$ cat src/rtl/note_pair_writer.sv
// Producer side of the scoring FIFO: averages sung pitch per note window and pairs it with the
// song-ROM reference frequency. Optional build macro: PITCH_RANGE_FILTER_EN (range-gates samples).
module note_pair_writer #(
    parameter int NUM_NOTES = 32,
    parameter int ADDR_W    = 5,
    parameter int AVG_SHIFT = 3
) (
    input  logic              clk,
    input  logic              rst_n,
    input  logic              enable,
    input  logic              go,
    input  logic              sample_valid,
    input  logic [14:0]       sung_freq_in,
    input  logic              note_tick,
    output logic [ADDR_W-1:0] ref_addr,
    input  logic [14:0]       ref_data,
    input  logic              fifo_full,
    output logic              wr_en,
    output logic [14:0]       sung_freq_out,
    output logic [14:0]       ref_freq_out,
    output logic              start,
    output logic              busy,
    output logic              done,
    output logic              overrun
);

    localparam int ACC_W = 15 + AVG_SHIFT;
    localparam int CNT_W = AVG_SHIFT + 1;
    localparam logic [CNT_W-1:0]  FULL_CNT = CNT_W'(1 << AVG_SHIFT);
    localparam logic [ADDR_W-1:0] LAST_IDX = ADDR_W'(NUM_NOTES - 1);
    localparam logic [14:0]       SENTINEL = 15'h7FFF;

    typedef enum logic [2:0] {
        S_IDLE,
        S_COLLECT,
        S_FETCH,
        S_WRITE,
        S_START,
        S_DONE
    } state_t;

    state_t            state_q, state_d;
    logic [ADDR_W-1:0] idx_q, idx_d;
    logic [ADDR_W-1:0] ref_addr_q, ref_addr_d;
    logic [ACC_W-1:0]  acc_q, acc_d;
    logic [CNT_W-1:0]  cnt_q, cnt_d;
    logic [14:0]       sung_q, sung_d;
    logic [14:0]       ref_q, ref_d;
    logic              ovr_q, ovr_d;

    logic              sample_ok;
    logic              take;
    logic [ACC_W-1:0]  acc_nx;
    logic [CNT_W-1:0]  cnt_nx;

`ifdef PITCH_RANGE_FILTER_EN
    assign sample_ok = sample_valid && (sung_freq_in >= 15'd16) && (sung_freq_in <= 15'd8000);
`else
    assign sample_ok = sample_valid;
`endif

    // Window saturates at 2^AVG_SHIFT samples; later samples in the same window are dropped.
    assign take   = sample_ok && (cnt_q < FULL_CNT);
    assign acc_nx = take ? acc_q + ACC_W'(sung_freq_in) : acc_q;
    assign cnt_nx = take ? cnt_q + CNT_W'(1) : cnt_q;

    always_comb begin
        state_d    = state_q;
        idx_d      = idx_q;
        ref_addr_d = ref_addr_q;
        acc_d      = acc_q;
        cnt_d      = cnt_q;
        sung_d     = sung_q;
        ref_d      = ref_q;
        ovr_d      = ovr_q;
        wr_en      = 1'b0;
        start      = 1'b0;

        // Strobes are gated by enable too, so a stalled WRITE/START never repeats a pulse.
        if (enable) begin
            unique case (state_q)
                S_IDLE, S_DONE: begin
                    if (go) begin
                        state_d    = S_COLLECT;
                        idx_d      = '0;
                        ref_addr_d = '0;
                        acc_d      = '0;
                        cnt_d      = '0;
                        ovr_d      = 1'b0;
                    end
                end
                S_COLLECT: begin
                    acc_d = acc_nx;
                    cnt_d = cnt_nx;
                    if (note_tick) begin
                        sung_d     = (cnt_nx == FULL_CNT) ? acc_nx[AVG_SHIFT +: 15] : SENTINEL;
                        ref_addr_d = idx_q;
                        state_d    = S_FETCH;
                    end
                end
                S_FETCH: begin
                    ref_d   = ref_data;
                    state_d = S_WRITE;
                end
                S_WRITE: begin
                    if (!fifo_full) begin
                        wr_en   = 1'b1;
                        state_d = S_START;
                    end
                end
                S_START: begin
                    start = 1'b1;
                    if (idx_q == LAST_IDX) begin
                        state_d = S_DONE;
                    end else begin
                        idx_d   = idx_q + ADDR_W'(1);
                        acc_d   = '0;
                        cnt_d   = '0;
                        state_d = S_COLLECT;
                    end
                end
                default: state_d = S_IDLE;
            endcase

            // Set after the go-clear so a tick arriving with go is still flagged.
            if (note_tick && (state_q != S_COLLECT)) begin
                ovr_d = 1'b1;
            end
        end
    end

    always_ff @(posedge clk or negedge rst_n) begin
        if (!rst_n) begin
            state_q    <= S_IDLE;
            idx_q      <= '0;
            ref_addr_q <= '0;
            acc_q      <= '0;
            cnt_q      <= '0;
            sung_q     <= '0;
            ref_q      <= '0;
            ovr_q      <= 1'b0;
        end else begin
            state_q    <= state_d;
            idx_q      <= idx_d;
            ref_addr_q <= ref_addr_d;
            acc_q      <= acc_d;
            cnt_q      <= cnt_d;
            sung_q     <= sung_d;
            ref_q      <= ref_d;
            ovr_q      <= ovr_d;
        end
    end

    assign ref_addr      = ref_addr_q;
    assign sung_freq_out = sung_q;
    assign ref_freq_out  = ref_q;
    assign overrun       = ovr_q;
    assign busy          = (state_q != S_IDLE) && (state_q != S_DONE);
    assign done          = (state_q == S_DONE);

endmodule

$ cat config.mk
export PLATFORM = sky130hd
export DESIGN_NAME = note_pair_writer
export DESIGN_NICKNAME = d
export VERILOG_FILES = /design/src/rtl/note_pair_writer.sv
export SDC_FILE = /design/constraint.sdc
export NUM_CORES = 1
export LEC_CHECK = 0
export ABC_AREA = 1
export BUFFER_PORTS_ARGS = -buffer_cell sky130_fd_sc_hd__buf_2
export CAP_MARGIN = 20
export CORE_ASPECT_RATIO = 0.7
export CORE_MARGIN = 2
export CORE_UTILIZATION = 45
export DETAILED_ROUTE_END_ITERATION = 16
export PLACE_DENSITY = 0.67
export SYNTH_ARGS = -nofsm -noshare
export SYNTH_HDL_FRONTEND = slang
export SYNTH_SLANG_ARGS = --single-unit
$ cat constraint.sdc
create_clock -name clk -period 5.08 [get_ports clk]
set_input_delay 0.762 -clock clk [delete_from_list [all_inputs] [get_ports clk]]
set_output_delay 0.762 -clock clk [all_outputs]
set_load 0.02 [all_outputs]
==> After elaboration in Yosys (flattened, before gate mapping) <==
Index checks and enable logic that the tools add are counted.
{ "classes": {"muxes": 27, "n_eq_ne": 14, "add_sub_neg": 3, "n_reduce_logical": 19, "magnitude_cmp": 1} }
{ "ops": {"columns": ["cell", "count"], "rows": [
  ["$mux 18", 3],
  ["$pmux 18 s3", 1],
  ["$pmux 5 s2", 2],
  ["$add 18x15->18", 1],
  ["$reduce_and 4->1", 4],
  ["$mux 15", 1],
  ["$mux 5", 3],
  ["$pmux 3 s5", 1],
  ["$mux 3", 4],
  ["$mux 4", 3],
  ["$pmux 4 s3", 1],
  ["$ne 2x2->1 const B", 5],
  ["$mux 1", 8],
  ["$reduce_bool 2->1", 4],
  ["$eq 3x2->1 const B", 2],
  ["$eq 3x3->1 const B", 2],
  ["$reduce_and 3->1", 2],
  ["$reduce_bool 3->1", 2],
  ["$add 5x1->5 const B", 1],
  ["$eq 5x5->1 const B", 1],
  ["$reduce_and 5->1", 1],
  ["$add 4x1->4 const B", 1],
  ["$eq 4x4->1 const B", 1],
  ["$lt 4x4->1 const B", 1],
  ["other kinds (7)", 9]
]} }
{ "word_totals": {"register_bits": 66, "input_bits": 37, "wordCells": 73} }

==> Longest topological paths before layout <==
Gate-level depths: netlist of the first run.
{ "logic_depth": {"ltp_word": 5, "mapped_depth": 15, "mapped_depth_nobuf": 15} }

==> Least setup slack after synthesis of the first run <==
No wires, ideal clock.
{ "synth_path": {"path_type": "input-to-reg", "startpoint": "input port sung_freq_in[0]", "endpoint": "register sung_q[13], in the netlist sung_freq_out[13]", "path_slack_ps": 2824, "t_arrival_ps": 2143, "path_stages": 15, "path_cell_list": "ha_1 > inv_1 > fa_1 > inv_1 > nand3_1 > nand3_1 > nand2_1 > nand2_1 > nand3_1 > nand2_1 > nand2_1 > nand2_1 > nand3_1 > nand2_1 > inv_1"} }
{ "synth_between": {"elab_chain_len": 3} }
{ "synth_rtl": {"columns": ["item", "line", "rtl"], "rows": [
  ["from (decl)", "13", "input logic [14:0] sung_freq_in,"],
  ["$add 18x15->18", "64", "assign acc_nx = take ? acc_q + ACC_W'(sung_freq_in) : acc_q;"],
  ["$mux 18", "64", null],
  ["$mux 15", "96", "sung_d = (cnt_nx == FULL_CNT) ? acc_nx[AVG_SHIFT +: 15] : SENTINEL;"],
  ["to (signal assigned)", "148", "sung_q <= sung_d;"],
  ["to (decl)", "47", "logic [14:0] sung_q, sung_d;"]
]} }
Every way passes these cells. The select of a mux whose other input is x is not followed.
A chain may end at the register's enable or synchronous reset.

==> Worst setup path after layout of the first run <==
{ "layout_path": {"startpoint": "register state_q[1]", "endpoint": "register sung_q[5], in the netlist sung_freq_out[5]"} }
{ "layout_between": {"elab_chain_len": 2} }
{ "layout_rtl": {"columns": ["item", "line", "rtl"], "rows": [
  ["from (decl)", "42", "state_t state_q, state_d;"],
  ["from (signal assigned)", "143", "state_q <= state_d;"],
  ["$eq 3x1->1", "81", "unique case (state_q)"],
  ["$reduce_and 3->1 (no source line)", null, null]
]} }
Every way passes these cells.

==> metrics list, run 1 <==
- The run finished with clean final reports.
- In the routed design, unresolved DRC markers number 0.
- Kind of cell with the highest combined delay on the critical path: simple AND/OR/NAND/NOR gates
* Detailed placer's ending HPWL: 7530 µm
* Area delta synth->final: 19.1%
* Startpoint class of the critical path: flip-flop
- Leaving out fill and tap cells, the most frequent cells in the layout are nand2_1, buf_2, inv_1, dfrtp_1, nand3_1.
* Initial antenna violation count: 0
- Adder-Cell Fraction of Synth Area: 6.09%
* Clock tree from TritonCTS: yes
- Max frequency: 396 MHz
- Cell count along the critical path: 10
- In this run, flip-flops and latches consume 31.2% of the power.
* Total clock buffers created by CTS: 9
* Quantity of gates resized following cts: 0
- Row generation in the floorplan step produced 28 rows.
* Initial DRC count: 302
- Dividing the synthesized area by the synthesized cell count gives 7.51 µm².
- The die is roughly 83 µm tall.
- Number of buffers added for setup after CTS: 0
- Horizontal extent of the die: roughly 120 µm
* Buffers from clock root to sink, at most: 2
* Required time of the critical path: 5.30 ns
- Summing the areas of all xor and xnor instances in the mapped netlist gives 1.52% of the synthesized area.
* Clk sink count: 66
- The die covers just under 0.01 mm².
- Worst setup path startpoint: state_q[1]
- Crit-path cells: inv_2 > nand2_1 > nor2_2 > inv_2 > nor2_4 > inv_2 > nor2_4 > nand3_1 > o21ai_0 > inv_1
- Clk slew on worst S/H paths: around 0.050 ns
* Most common library cell in the layout ignoring fill and taps: nand2_1
- Final count of negative-setup-slack endpoints: 0
- CP endpoint: sung_freq_out[5]
- Between clock sinks in the finished design, the worst skew comes to 0.00409 ns.
- Final layout net count: 671
* Part of the cycle the worst path needs: between 40% and 50%
- The clock network is responsible for 20.5% of the overall power.
* Clk_lat worst skew: 0.33 ns
* Switch share: between 40% and 50%
- Count of max-cap constraint violations: 0
* CP Class: flip-flop to flip-flop
- Before CTS, the worst setup slack after placement is roughly 2.5 ns.
- Maximum level of the CTS H-tree: 3
- The worst path meets setup with 2.55 ns of slack.
- Entering global routing, the biggest net connects 67 pins.
- During I/O placement, the number of pins put on the boundary was 77.
- For this block, the routed nets add up to 10000 µm of wire.
- The worst register-to-register path ends at sung_freq_out[5].
- The first detailed-routing pass ran for 5 iterations.
* Utilization after layout: 55.9%
- The share of total power dissipated in combinational logic is 48.3%.
- Antenna Diode Count: 0
- Number of hold buffers added after CTS: 0
- For the pin with the worst max-slew slack, the measured transition is 0.835 ns.
- Compound-cell area share of the yosys netlist: under 10%
- Buffers & Inverters on Critical Path: 4
- Worst min-delay path class: flip-flop to flip-flop
- Sort of element at the end of the critical path: flip-flop
* Basic-gate share of the synthesized area counting and, or, nand and nor cells: around 30%
- Once layout is done, the placed cells without fillers occupy 0.00479 mm².
- Arrival time of data at the critical path endpoint: around 2.7 ns
* Detail Route Antenna Nets: 0
- Dividing total power by cell area gives a power density of 569 mW/mm².
- Dividing the detail-routed wire length by the instance count gives 13.6 µm.
* Internal power of the cells: approximately 1500 µW
- The worst register-to-register path begins at state_q[1].
* Synthesized netlist net count: between 500 and 600
- The first global-routing pass estimated around 16000 µm of wire.
- Headroom to the max-slew limit came out at 44.3%.
- Across every metal layer, demand over resource in global routing totals 21.6%.
- Net Sw Power: 1210 µW
- The via count of the first global-routing pass came to 3403.
- For this run the aggregate overflow at the end of global routing stands at 0.
* Part of the Yosys area used for sequential elements: 41.0%
- In the synthesized netlist, mux cells make up 4.20% of the area.
- In the routed layout, each cell is associated on average with a via count of a little over 5.
- Synthesized flop and latch total: 66
* Pins Over Slew Limit: 0
- The core region is 0.00858 mm².
* VDD IR-drop max: 0.224 mV
- Of the cells placed in the final design, the portion with a size suffix greater than 1 is between 20 and 25%.
* Standard cell area after detailed placement: between 0.004 and 0.005 mm²
- The analysis attributes to cell leakage a power of 0.00250 µW.
- Final hold viol count: 0
- Most numerous cell on the critical path: inv_2
- Post-synthesis instance area: 0.00403 mm²
- Depth of the worst register-to-register path: 10
- At the end of routability-driven placement, the weighted congestion stood at 0.917.
* Min Tclk post-route: 2.53 ns
- Gate Count Post-Synth: 536
- Total negative slack: 0 ns
- Setup slack on the worst reg-to-reg path comes out at approximately 2.6 ns.
- Total via count in the routed design: around 3700
- Main combinational cell family by area after synthesis: simple AND/OR/NAND/NOR gates
* Port Buffers: 76
- For this configuration, the core starts out at a cell density of 46.9%.
- Count of distinct cell types in the synthesized netlist: 31
- Largest driver fanout on the critical path: 21
- Synth Warn #: 0
- Setup repair after global routing left no endpoint under its margin.
- Root buf cell: clkbuf_16
* Highest cell delay on the worst timing path: roughly 0.43 ns
* Crit path max-delay cell type: nor2_2
==> kinds of logic after synthesis <==
group                    after synthesis
multiplexers                          15
XOR/XNOR                               7
flip-flops                            66
AO/OA/AOI/OAI                         63
AND/OR/NAND/NOR                      279
buffers and inverters                 87
adder cells (fa/ha/maj)               19
==> state kept, by name, summed over array words and instances, names as in the netlist <==
register,count
ref_freq_out,15
idx_q,5
ref_addr,5
acc_q,18
sung_freq_out,15
overrun,1
state_q,3
cnt_q,4
==> how the worst min path moves through the flow <==
stage	startpoint	endpoint	cells after the start
3_3_place_gp	ref_freq_out[7]	ref_freq_out[7]	1
6_report	ref_freq_out[10]	ref_freq_out[10]	1
3_5_place_dp	ref_addr[4]	ref_addr[4]	2
4_1_cts	ref_addr[4]	ref_addr[4]	2
2_1_floorplan	idx_q[3]	ref_addr[3]	2
5_1_grt	ref_freq_out[4]	ref_freq_out[4]	1
==> power groups by stage <==
stage               registers, µW  logic [µW]  clock network, µW
floorplan                     968         822                  0
global placement              853        1290                  0
detailed placement            857        1310                  0
CTS                           850        1320                576
global route                  874        1490                595
finish                        851        1320                560
==> cell type report <==
type | instances | area [µm²]
flip-flops and latches | 66 | 1650
repair buffers | 78 | 395
multi-input cells | 383 | 2040
clock inverters | 5 | 30.0
well taps | 120 | 150
inverters | 77 | 289
fillers | 806 | 3790
clock buffers | 11 | 243
==> metrics by stage <==
stage | power, µW | hold slack [ns] | instances
2_1_floorplan | 1790 | 0.449 | 536
3_3_place_gp | 2140 | 0.482 | 724
3_5_place_dp | 2170 | 0.486 | 724
4_1_cts | 2750 | 0.498 | 740
5_1_grt | 2960 | 0.525 | 740
6_report | 2730 | 0.497 | 740
==> Yosys cell counts <==
cell,number,area share [%]
fa_1,1,0.50
nor3_1,4,0.50
ha_1,18,5.6
nor2_2,1,0.16
nor2_1,28,2.6
o31ai_1,1,0.19
o211ai_1,1,0.19
inv_1,70,6.5
clkbuf_1,5,0.47
nand4_4,1,0.53
o21ai_1,9,1.1
buf_4,2,0.37
xnor2_1,1,0.22
mux2_2,15,4.2
o21ai_0,24,3.0
nand2_1,169,16
inv_2,7,0.65
nor2_4,4,1.1
and2_1,2,0.31
nand3b_1,1,0.19
a21oi_1,22,2.7
nand4_1,7,1.1
nand3_1,45,5.6
o22ai_1,5,0.78
nand3_2,1,0.25
xor2_1,6,1.3
nand2_2,3,0.47
o21bai_1,1,0.19
dfrtp_1,66,41
or2_2,13,2.0
buf_2,3,0.37
==> worst reg2reg max path, cell delays in order, from the launching register on <==
cell	delay (ns)
dfrtp_1	0.41
inv_2	0.14
nand2_1	0.11
nor2_2	0.43
inv_2	0.15
nor2_4	0.39
inv_2	0.16
nor2_4	0.37
nand3_1	0.12
o21ai_0	0.09
inv_1	0.06
==> layer usage <==
metal | GRT usage, % | part of all wire [%] | wire length, µm | up-vias
met4 | 6.84 | 1.1 | 115 | 0
met2 | 30.0 | 41 | 4120 | 145
met5 | 0 | 0 | 0 | -
met3 | 5.99 | 7.9 | 794 | 10
li1 | - | - | - | 1876
met1 | 32.5 | 50 | 5020 | 1716
(Power assumes the default switching activity.)
==> run 2, diff against run 1 <==
PLACE_DENSITY = 0.7   (was 0.67)
clock period = 2.2 ns   (was 5.08 ns; I/O delays follow)
==> run 2 against run 1 <==
  * Clock-buffer cell count stayed put
  * Non-clock buffer count rose by 7
  * Fmax increased by 24%
  * Sequential power is 130% higher
  * Largest power group unchanged
  * Final cell count rose by 0.95%
  * Worst setup slack worse by 2.4 ns
  * The run now ends with negative hold slack left
==> metrics list, run 2 (synthesized netlist as in run 1, its figures left out) <==
- Outcome: complete, but fails checks
- The checks that failed: negative hold slack.
- The power density over the cells came to 1350 mW/mm² (+140%).
- VDD IR-drop max: 0.653 mV (+190%)
- Hold slack: -0.00198 ns (-0.499 ns)
- Slew headroom: 48.6% (+4.3 points)
* Global placer's final weighted congestion: 0.942 (+2.7%)
* Switch share: 42.7% (-1.5 points)
- Number of standard cells in the final layout excluding fillers: 747 (+0.95%)
- Total of fill cells in the finished design: 798 (-0.99%)
- Antenna Diode Count: 0 (unchanged)
- The die height came to 83.1 µm (unchanged).
- The number of design-rule violations left by the first detailed-router iteration was 279 (-7.6%).
* Min Tclk post-route: 2.03 ns (-0.497 ns)
- After global routing, the most crowded layer is met2.
- Pin count of the biggest net entering global routing: 67 (unchanged)
- Most numerous cell on the critical path: nand2_1
* Largest driver fanout on the critical path: 5 (-76%)
- The number of antenna violations at the first check in global routing came to 0 (unchanged).
- The count of max-cap constraint violations came to 0 (unchanged).
* Depth of the worst register-to-register path: 11 (+1)
* Maximum level of the CTS H-tree: 3 (unchanged)
- The via count of the first global-routing pass was 3546 (+4.2%).
* Total negative slack: 0 ns (unchanged)
* Required time of the critical path: 2.43 ns (-2.87 ns)
* Worst setup skew after layout: 0.00519 ns (+0.00109 ns)
- The floorplan die area is 0.00973 mm² (unchanged).
- The clock latency of the later-clocked register in the worst-skew pair was 0.33 ns (about the same).
- Seq pwr share: 29.5% (-1.7 points)
- The internal power component came to 3790 µW (+150%).
- Total detailed-routing wirelength: 10100 µm (+0.19%)
* Area delta synth->final: 22.2%
- The floorplan die width came to 117 µm (unchanged).
* Total grt overflow: 0 (unchanged)
- The max-slew violation count is 0 (unchanged).
- Cell count along the critical path: 11 (+1)
- Number of flip-flops under the largest register name: 18 (unchanged)
- CP Class: flip-flop to flip-flop
- Final hold viol count: 1 (+1)
- The maximum operating frequency came to 493 MHz (+24%).
* Share of total power in combinational logic: 47.3% (-1.0 points)
- Highest cell delay on the worst timing path: 0.41 ns (-0.02 ns)
- Final total power: 6620 µW (+140%)
* Clk sink count: 66 (unchanged)
* Drt via density: 5.05 (-0.17%)
- The largest individual stage delay along the critical path comes from the cell dfrtp_1.
* Root buf cell: clkbuf_16
- The total number of placement rows was 28 (unchanged).
* Clock share of power: 23.2% (+2.7 points)
- Port Buffers: 76 (unchanged)
- Global-route met2 utilization: 31.9% (+1.9 points)
- The area taken by flip-flops and latches came to 0.00165 mm² (unchanged).
- Area occupied by multi-input gates: 0.00205 mm² (+0.49%)
* Ratio of cells with drive above 1 in the final layout: 23.6% (+1.3 points)
* Buffers & Inverters on Critical Path: 1 (-3)
- Final layout net count: 678 (+1.0%)
* Final count of negative-setup-slack endpoints: 0 (unchanged)
- Setup repair after global routing left no endpoint under its margin.
- Total via count in the routed design: 3776 (+0.77%)
- The number of buffers created by CTS is 9 (unchanged).
- Net Sw Power: 2830 µW (+130%)
- The average routed wire per standard cell is 13.5 µm (-0.75%).
* Clk slew on worst S/H paths: 0.06 ns (about the same)
- The detailed-routing iteration count for the pre-antenna-repair pass came to 4 (-1).
* Global routing met3 resource utilization: 7.30% (+1.3 points)
* Cell count after placement: 731 (+0.97%)
* Floorplan Core Area: 0.00858 mm² (unchanged)
- Clock tree from TritonCTS: yes
* Top library cells by usage in the layout, fill and taps aside: nand2_1, buf_2, inv_1, dfrtp_1, nand3_1
- The cell family contributing the most delay on the critical path is simple AND/OR/NAND/NOR gates.
- Transition time at the pin with the least slew margin: 0.768 ns (-0.0669 ns)
- The number of nets with antenna violations after detailed routing is 0 (unchanged).
- Buffers from clock root to sink, at most: 2 (unchanged)
* Part of the cycle the worst path needs: 92.2% (+43 points)
* Top register by number of flip-flops: acc_q
- STA classifies the critical path startpoint as a flip-flop.
- The tightest min-delay check is of the primary input to asynchronous set/reset pin type.
- Residual DRC count: 0 (unchanged)
* Sort of element at the end of the critical path: flip-flop
- Traced cell by cell, the critical path runs through ha_1 > nand2_1 > nor2_1 > and2_1 > nand2_1 > nand2_1 > nand2_1 > nand3_1 > nand3_1 > nand2_1 > inv_1.
- The initial standard-cell utilization of the core came to 46.9% (unchanged).
* Grt met1 use: 30.5% (-2.0 points)
- The global-route wire length before repair was 16500 µm (+0.67%).
- The cell leakage power came to 0.00257 µW (+2.7%).
- The global-route usage over all layers is 21.7% (+0.061 points).
- Detailed placer's ending HPWL: 7630 µm (+1.3%)
- Leaving out fill and tap cells, the most frequent cell in the layout is nand2_1.
- Top Ports: 77 (unchanged)
* Arrival time of data at the critical path endpoint: 2.26 ns (-0.48 ns)
run 2: cell count changes in the layout (fill, tap and decap cells not counted), sizes merged:
cell / delta
buf: +7
bufinv: +2
clkinvlp: -1
clkinv: -1
run 2: worst reg2reg max path, cell delays in order (launching register included):
cell and delay, ns:
dfrtp_1 0.41, ha_1 0.40, nand2_1 0.17, nor2_1 0.23, and2_1 0.16, nand2_1 0.12, nand2_1 0.10, nand2_1 0.05
nand3_1 0.11, nand3_1 0.08, nand2_1 0.08, inv_1 0.03
run 2: layout make-up:
| type | instances | area share (%) |
|---|---|---|
| inverter | 77 | 5.88 |
| multi-input combinational | 383 | 41.6 |
| tap | 120 | 3.05 |
| clock buffer | 11 | 4.94 |
| timing repair buffer | 85 | 9.36 |
| clock inverter | 5 | 1.58 |
| sequential | 66 | 33.6 |
run 2: metal layers:
metal	share of wire, %	routed length, µm	up-vias
li1	-	-	1886
met1	48	4790	1751
met2	43	4360	128
met3	7.8	785	11
met4	1.2	124	0
met5	0	0	-
run 2: per-stage QoR:
step	worst slack [ns]	utilization [%]	cell area [µm²]
detailed placement	0.0396	53.4	4590
finish	0.171	57.3	4920
CTS	0.111	57.2	4910
global route	0.000681	57.3	4920
floorplan	0.374	-	4030
global placement	0.130	53.4	4590
run 2: worst paths after layout:
check	start	to	slack, ns
worst max register to register	acc_q[10]	sung_freq_out[10]	0.17
worst min-delay path	rst_n	acc_q[14]	-0.002
max in group asynchronous	rst_n	acc_q[8]	1.91
worst min register to register	idx_q[3]	ref_addr[3]	0.47
worst max-delay path	acc_q[10]	sung_freq_out[10]	0.17
min in group clk	ref_data[0]	ref_freq_out[0]	0.23
run 2: power by group through the flow:
stage	Combinational [µW]	Clock, µW	Sequential, µW
3_3_place_gp	3000	0	1950
4_1_cts	3110	1570	1950
5_1_grt	3510	1630	2000
2_1_floorplan	1900	0	2230
6_report	3130	1540	1950
3_5_place_dp	3090	0	1970
run 2: timing repair:
item	4_1_cts	5_1_grt
hold buffers	0	0
setup endpoints to repair	0	8
setup buffers	0	0
resized for setup	0	3
